### src/rtl/rr_fifo_scheduler_pkg.sv
// Shared definitions for the round-robin FIFO scheduler: port count,
// FSM state encodings and a one-hot helper.
package rr_fifo_scheduler_pkg;

  localparam int NUM_PORTS = 4;

  typedef enum logic [1:0] {
    ST_RESET  = 2'b00,
    ST_IDLE   = 2'b01,
    ST_ACTIVE = 2'b10,
    ST_STALL  = 2'b11
  } state_e;

  function automatic logic [NUM_PORTS-1:0] onehot4(input logic [1:0] idx);
    return 4'b0001 << idx;
  endfunction

endpackage

### src/rtl/rr_fifo_scheduler_pick.sv
// Combinational 4-way rotating priority picker: the first set request found
// scanning upward from ptr (modulo 4) wins.
module rr_pick4
  import rr_fifo_scheduler_pkg::*;
(
  input  logic [NUM_PORTS-1:0] req,
  input  logic [1:0]           ptr,
  output logic                 gnt_valid,
  output logic [1:0]           gnt_idx
);

  logic [1:0] cand;

  always_comb begin
    gnt_valid = 1'b0;
    gnt_idx   = ptr;
    cand      = ptr;
    for (int i = 0; i < NUM_PORTS; i++) begin
      cand = ptr + 2'(i);
      if (!gnt_valid && req[cand]) begin
        gnt_valid = 1'b1;
        gnt_idx   = cand;
      end
    end
  end

endmodule

### src/rtl/rr_fifo_scheduler.sv
// Moves words from four input FIFOs to four output FIFOs: pop in cycle N,
// push to the FIFO named by dest in cycle N+1, with a status FSM and counter.
module rr_fifo_scheduler
  import rr_fifo_scheduler_pkg::*;
#(
  parameter int CNT_W = 8,
  parameter bit RR_EN = 1'b1
) (
  input  logic                 clk,
  input  logic                 reset,
  input  logic [NUM_PORTS-1:0] empty_in,
  input  logic [NUM_PORTS-1:0] afull_out,
  input  logic [1:0]           dest,
  output logic [NUM_PORTS-1:0] pop,
  output logic [NUM_PORTS-1:0] push,
  output logic [1:0]           mux_sel,
  output logic [1:0]           state,
  output logic [CNT_W-1:0]     word_cnt,
  output logic                 idle
);

  state_e           state_q;
  logic [1:0]       rr_ptr_q, rr_ptr_d;
  logic [1:0]       sel_q, sel_d;
  logic             valid_q, valid_d;
  logic [CNT_W-1:0] cnt_q, cnt_d;

  logic       stall, any_req, grant_en, gnt_valid;
  logic [1:0] gnt_idx, scan_ptr;

  // Backpressure is conservative: dest of the next word is unknown at pop time.
  assign stall    = |afull_out;
  assign any_req  = ~&empty_in;
  assign scan_ptr = RR_EN ? rr_ptr_q : 2'd0;

  rr_pick4 u_pick (
    .req       (~empty_in),
    .ptr       (scan_ptr),
    .gnt_valid (gnt_valid),
    .gnt_idx   (gnt_idx)
  );

  assign grant_en = reset && !stall && gnt_valid && (state_q != ST_RESET);
  assign pop      = grant_en ? onehot4(gnt_idx) : '0;
  assign push     = (reset && valid_q) ? onehot4(dest) : '0;

  always_comb begin
    valid_d  = grant_en;
    sel_d    = sel_q;
    rr_ptr_d = rr_ptr_q;
    cnt_d    = cnt_q;
    if (grant_en) begin
      sel_d    = gnt_idx;
      rr_ptr_d = RR_EN ? gnt_idx + 2'd1 : 2'd0;
    end
    if (push != '0) cnt_d = cnt_q + 1'b1;
  end

  always_ff @(posedge clk) begin
    if (!reset) begin
      state_q  <= ST_RESET;
      rr_ptr_q <= 2'd0;
      valid_q  <= 1'b0;
      sel_q    <= 2'd0;
      cnt_q    <= '0;
    end else begin
      rr_ptr_q <= rr_ptr_d;
      valid_q  <= valid_d;
      sel_q    <= sel_d;
      cnt_q    <= cnt_d;
      // State is status only; grants never wait on it except in RESET.
      case (state_q)
        ST_RESET:  state_q <= ST_IDLE;
        ST_IDLE: begin
          if (stall)        state_q <= ST_STALL;
          else if (any_req) state_q <= ST_ACTIVE;
        end
        ST_ACTIVE: begin
          if (stall)                      state_q <= ST_STALL;
          else if (!any_req && !valid_q)  state_q <= ST_IDLE;
        end
        ST_STALL: begin
          if (!stall) state_q <= (any_req || valid_q) ? ST_ACTIVE : ST_IDLE;
        end
        default:   state_q <= ST_RESET;
      endcase
    end
  end

  assign mux_sel  = sel_q;
  assign state    = state_q;
  assign word_cnt = cnt_q;
  assign idle     = (state_q == ST_IDLE);

endmodule

### config.mk
export PLATFORM = sky130hd
export DESIGN_NAME = rr_fifo_scheduler
export DESIGN_NICKNAME = d
export VERILOG_FILES = /design/src/rtl/rr_fifo_scheduler_pkg.sv /design/src/rtl/rr_fifo_scheduler_pick.sv /design/src/rtl/rr_fifo_scheduler.sv
export SDC_FILE = /design/constraint.sdc
export NUM_CORES = 1
export LEC_CHECK = 0
export ABC_AREA = 1
export CORE_MARGIN = 1.5
export CORE_UTILIZATION = 51
export DETAILED_ROUTE_END_ITERATION = 6
export HOLD_SLACK_MARGIN = 0.02
export PLACE_DENSITY = 0.84
export REMOVE_ABC_BUFFERS = 1
export SYNTH_ARGS = -nofsm -noshare
export SYNTH_HDL_FRONTEND = slang
export SYNTH_SLANG_ARGS = --single-unit
### constraint.sdc
create_clock -name clk -period 2.4 [get_ports clk]
set_input_delay 0.48 -clock clk [delete_from_list [all_inputs] [get_ports clk]]
set_output_delay 0.48 -clock clk [all_outputs]
set_load 0.02 [all_outputs]
# Word-level counts from Yosys, hierarchy flattened
# Index checks and enable logic that the tools add are counted.
[word_totals]
reg_bits = 15
out_inout_bits = 21
elab_cells = 68
[classes]
n_eq_ne = 6
muxes = 24
reduce_logical = 21
order_cmp = 4
n_shift = 2
addsub = 5
bitwise_logic = 1
[ops]
columns = ["op", "n"]
rows = [
  ["2-bit 2-to-1 mux", 9],
  ["2-bit by 3-bit < comparator with 1-bit output, second input constant", 4],
  ["8-bit by 1-bit adder with 8-bit output, second input constant", 1],
  ["1-bit binary-select mux with 2-bit select", 4],
  ["1-bit logical AND", 8],
  ["1-bit 2-to-1 mux", 8],
  ["4-bit 2-to-1 mux", 2],
  ["2-bit case mux with 4 select lines", 1],
  ["1-bit by 2-bit left shift with 4-bit output, first input constant", 2],
  ["1-bit zero test", 6],
  ["3-bit inequality test, second input constant", 2],
  ["2-bit by 1-bit adder with 2-bit output, second input constant", 2],
  ["2-bit adder, second input constant", 2],
  ["2-bit equality test, second input constant", 2],
  ["4-bit inverter", 1],
  ["4-bit AND reduction", 1],
  ["4-bit nonzero test", 1],
  ["4-bit OR reduction", 1],
  ["3-bit AND reduction", 1],
  ["2-bit by 1-bit equality test with 1-bit output, second input constant", 1],
  ["2-bit zero test", 1],
  ["2-bit inequality test, second input constant", 1],
  ["2-bit nonzero test", 1],
  ["1-bit logical OR", 1],
]

# Longest topological paths before layout
[depth]
ltp_word = 16
mapped_depth = 16
ltp_nobuf = 15

# Cells and area by module
# Synthesis repeated with hierarchy kept, for this count alone.
[hier_totals]
hier_cells = 201
hier_area_um2 = 1187.4
[modules_own_cells]
columns = ["module", "instances", "cells_each", "area_per_inst_um2", "seq_area_each_um2"]
rows = [
  ["rr_fifo_scheduler", 1, 138, 904.6, 300.3],
  ["rr_pick4", 1, 63, 282.8, 0.0],
]

# Worst setup path before layout
# Ideal clock, no wire load.
[synth_path]
kind = "reg-to-output"
from = "reg rr_ptr_q[0]"
to = "out pop[3]"
stages_incl_launch_ff = 12
arrival_time_ns = 1.498
required_time_ns = 1.920
path_buffers = 1
slack_ns = 0.422
cell_sequence = "dfxtp_1 > buf_4 > nand2_1 > nand3_2 > nand2_4 > nand3_2 > clkinv_1 > nand2_1 > nand3_1 > nand2_1 > nand2_1 > nor2_1"
[synth_via]
elab_chain_len = 15
elab_cells_between_ends = 28
[synth_lines]
columns = ["element", "line_no", "source"]
rows = [
  ["start, declared", "rr_fifo_scheduler.sv:23", "logic [1:0] rr_ptr_q, rr_ptr_d;"],
  ["start signal, assigned", "rr_fifo_scheduler.sv:67", "rr_ptr_q <= rr_ptr_d;"],
  ["branches (longest 14 deep; another with 2-bit by 1-bit adder with 2-bit output)", "--", ""],
  ["4-bit 2-to-1 mux *", "rr_fifo_scheduler.sv:44", "assign pop = grant_en ? onehot4(gnt_idx) : '0;"],
  ["end, declared", "rr_fifo_scheduler.sv:14", "output logic [NUM_PORTS-1:0] pop,"],
]
# Mark *: on every way between the ends. The select of a mux whose other input is x is not followed.

# Worst setup path after layout
# Ends and elaborated chain as after synthesis.

==> flow_summary.json <==
{
  "outcome": "complete, no violations",
  "portBuffers": 32,
  "via_per_inst": 5.16,
  "wire_per_inst_um": 12.2,
  "layout_commonest_cell": "nand2_1",
  "mostFrequentLayoutCells": "nand2_1, inv_1, nand2_2",
  "maxCapViolations": 0,
  "drc": 0,
  "drive_gt1_share_pct": 30.0,
  "antenna_found_initial": 0,
  "die_y_um": 51.3,
  "core_mm2": 0.00221,
  "path_class": "register to output port",
  "grt_pass1_vias": 1267,
  "critical_path_arrival_ps": 1890,
  "rsz0062_at_grt": "yes",
  "start_util_pct": 53.7,
  "placed_cells": 264,
  "tightest_slew_ps": 254,
  "fp.dieW_um": 51.3,
  "p_sw_share_pct": 31.9,
  "netlist_instances": 190,
  "seq_power_share_pct": 46.1,
  "clkTransAtPathRegs_ps": 80,
  "design_area_mm2": 0.00174,
  "critPathRequiredTime_ps": 1920,
  "cts-buffers-inserted": 3,
  "p_leak_nw": 0.879,
  "ant_nets": 0,
  "rows": 17,
  "clock_sinks": 15,
  "ir_worst_vdd_mv": 0.375,
  "worstSetupStartpointType": "register",
  "report.final.slew_viol_count": 0,
  "htree_levels": 1,
  "die_area_mm2": 0.00263,
  "finalSetupViolations": 0,
  "p_sw_w": 0.000181,
  "vias": 1382,
  "syn2layout_area_growth_pct": 46.3,
  "syn_avg_cell_area_um2": 6.26,
  "stdcell_count": 268,
  "first_pass_iters": 4,
  "finalNetCount": 254,
  "cp_max_fo": 4,
  "period_minus_slack_ps": 2370,
  "min_period_over_period_pct": 98.6,
  "p_int_w": 0.000386,
  "globalplace.congestion": 0.803,
  "diodes": 0,
  "insertion_delay_ps": 290,
  "grt_overflow": 0,
  "relSlewSlack_pct": 83.1,
  "fin_ws_ps": 33.2,
  "totalWireLength_mm": 3.28,
  "cts-hold-fix-buffers": 0,
  "cts_tree": "done",
  "fillers": 167,
  "grt_pass1_wl_mm": 5.00,
  "comb_power_share_pct": 27.9,
  "power.density_mw_per_mm2": 326,
  "grt_max_degree": 12,
  "hold_viol": 0,
  "synth.distinct_cells": 28,
  "grtUsageTotal_pct": 25.5,
  "dpl.hpwl_mm": 2.51,
  "dp_slack_ps": -698,
  "syn_area_mm2": 0.00119,
  "cts_root_buffer": "clkbuf_4",
  "finalSetupTns_ps": 0,
  "ys_warn_count": 0,
  "end_kind": "output port",
  "ys_ff_latch": 15,
  "cts_setup_buffers": 0,
  "post_dp_cell_area_mm2": 0.00166,
  "clock-skew-final_ps": 1.79,
  "cts_buffer_depth": 2,
  "design.portCount": 33,
  "hold_class": "register to register",
  "ys_seq_area_share_pct": 25.3,
  "clkPwrFrac_pct": 25.9,
  "fmax_mhz": 423,
  "drtIter0Drc": 58
}
-- cells by family (layout without fill, tap and decap cells) --
group / Yosys count / count (layout) / synth area share, %
and+or+nand+nor: 123 / 123 / 51.8
buffers and inverters: 34 / 84 / 13.2
AOI/OAI and AO/OA: 16 / 16 / 8.00
DFF: 15 / 15 / 25.3
adders and majority gates: 1 / 1 / 1.05
xor gates and xnor gates: 1 / 1 / 0.737
-- metal layers --
metal	part of all wire, %	wire length (um)	GRT usage, %
met2	52	1700	46.3
met4	1.6	53	10.5
met5	0	0	0
met3	4.7	153	6.73
met1	42	1370	27.9
-- synthesized netlist by cell type --
master | number | area (um^2)
a21oi_2 | 1 | 8.76
o21a_1 | 1 | 7.51
nor2_2 | 1 | 6.26
nand3_2 | 3 | 30.0
nand2_4 | 6 | 67.6
nor2_1 | 19 | 71.3
nand4_4 | 1 | 21.3
o211ai_1 | 2 | 15.0
dfxtp_1 | 15 | 300
nand3_1 | 19 | 95.1
buf_6 | 2 | 22.5
xnor2_1 | 1 | 8.76
buf_4 | 2 | 15.0
nor3_1 | 6 | 30.0
a21oi_1 | 6 | 30.0
clkinv_1 | 2 | 7.51
nand2_2 | 10 | 62.6
o21ai_1 | 1 | 5.00
inv_2 | 4 | 15.0
inv_6 | 1 | 8.76
o2111ai_1 | 1 | 8.76
ha_1 | 1 | 12.5
nor3b_1 | 1 | 7.51
nand2_1 | 53 | 199
o21ai_0 | 4 | 20.0
clkbuf_2 | 1 | 5.00
inv_1 | 22 | 82.6
nand4_1 | 4 | 25.0
-- through the flow --
stage	hold slack, ps	utilization (%)	total power, W
2_1_floorplan	545	-	0.000354
3_3_place_gp	457	74.9	0.000412
3_5_place_dp	464	74.9	0.000418
4_1_cts	474	75.1	0.000564
5_1_grt	496	78.6	0.000602
6_report	469	78.6	0.000567
-- worst max-delay path, cell delays in order, from the launching register on --
cell	delay, ps
dfxtp_4	380
buf_6	130
nand2_2	80
nand2_4	70
nand2_1	70
nand2_2	100
nand3_4	110
inv_2	40
nand2_1	80
nand3_2	100
nand2_2	120
nand2_2	70
nor2_1	100
buf_4	150
-- power by group through the flow --
stage	sequential, W	combinational [W]	clock (W)
after floorplan	0.000274	0.0000801	0
after global placement	0.000268	0.000144	0
after detailed placement	0.000268	0.000151	0
after CTS	0.000262	0.000149	0.000152
after global routing	0.000263	0.000171	0.000167
final	0.000262	0.000159	0.000147
-- cell type report --
| cell class | instances | area (um^2) | share of cell area, % |
|---|---|---|---|
| multi-input cells | 141 | 787 | 45.3 |
| repair buffers | 51 | 467 | 26.8 |
| flip-flops and latches | 15 | 305 | 17.6 |
| inverters | 29 | 119 | 6.83 |
| well taps | 28 | 35.0 | 2.01 |
| clock buffers | 4 | 26.3 | 1.51 |
-- what timing repair did --
item,CTS,global route
pin swaps,2,11
setup endpoints to repair,8,4
gates resized for setup,27,29
-- path summary, 6_finish.rpt --
check	from	slack (ps)	end	cells after the start
worst max-delay path	rr_ptr_q[0]	30	pop[3]	13
worst min-delay path	mux_sel[1]	470	mux_sel[1]	2
worst max register to register	rr_ptr_q[0]	710	rr_ptr_q[0]	13
worst min register to register	mux_sel[1]	470	mux_sel[1]	2
-- state kept, by name, indices dropped and copies added (netlist names) --
name,cells
rr_ptr_q,2
state,2
word_cnt,8
mux_sel,2
valid_q,1
No activity file was read; power rests on OpenSTA's default activity.
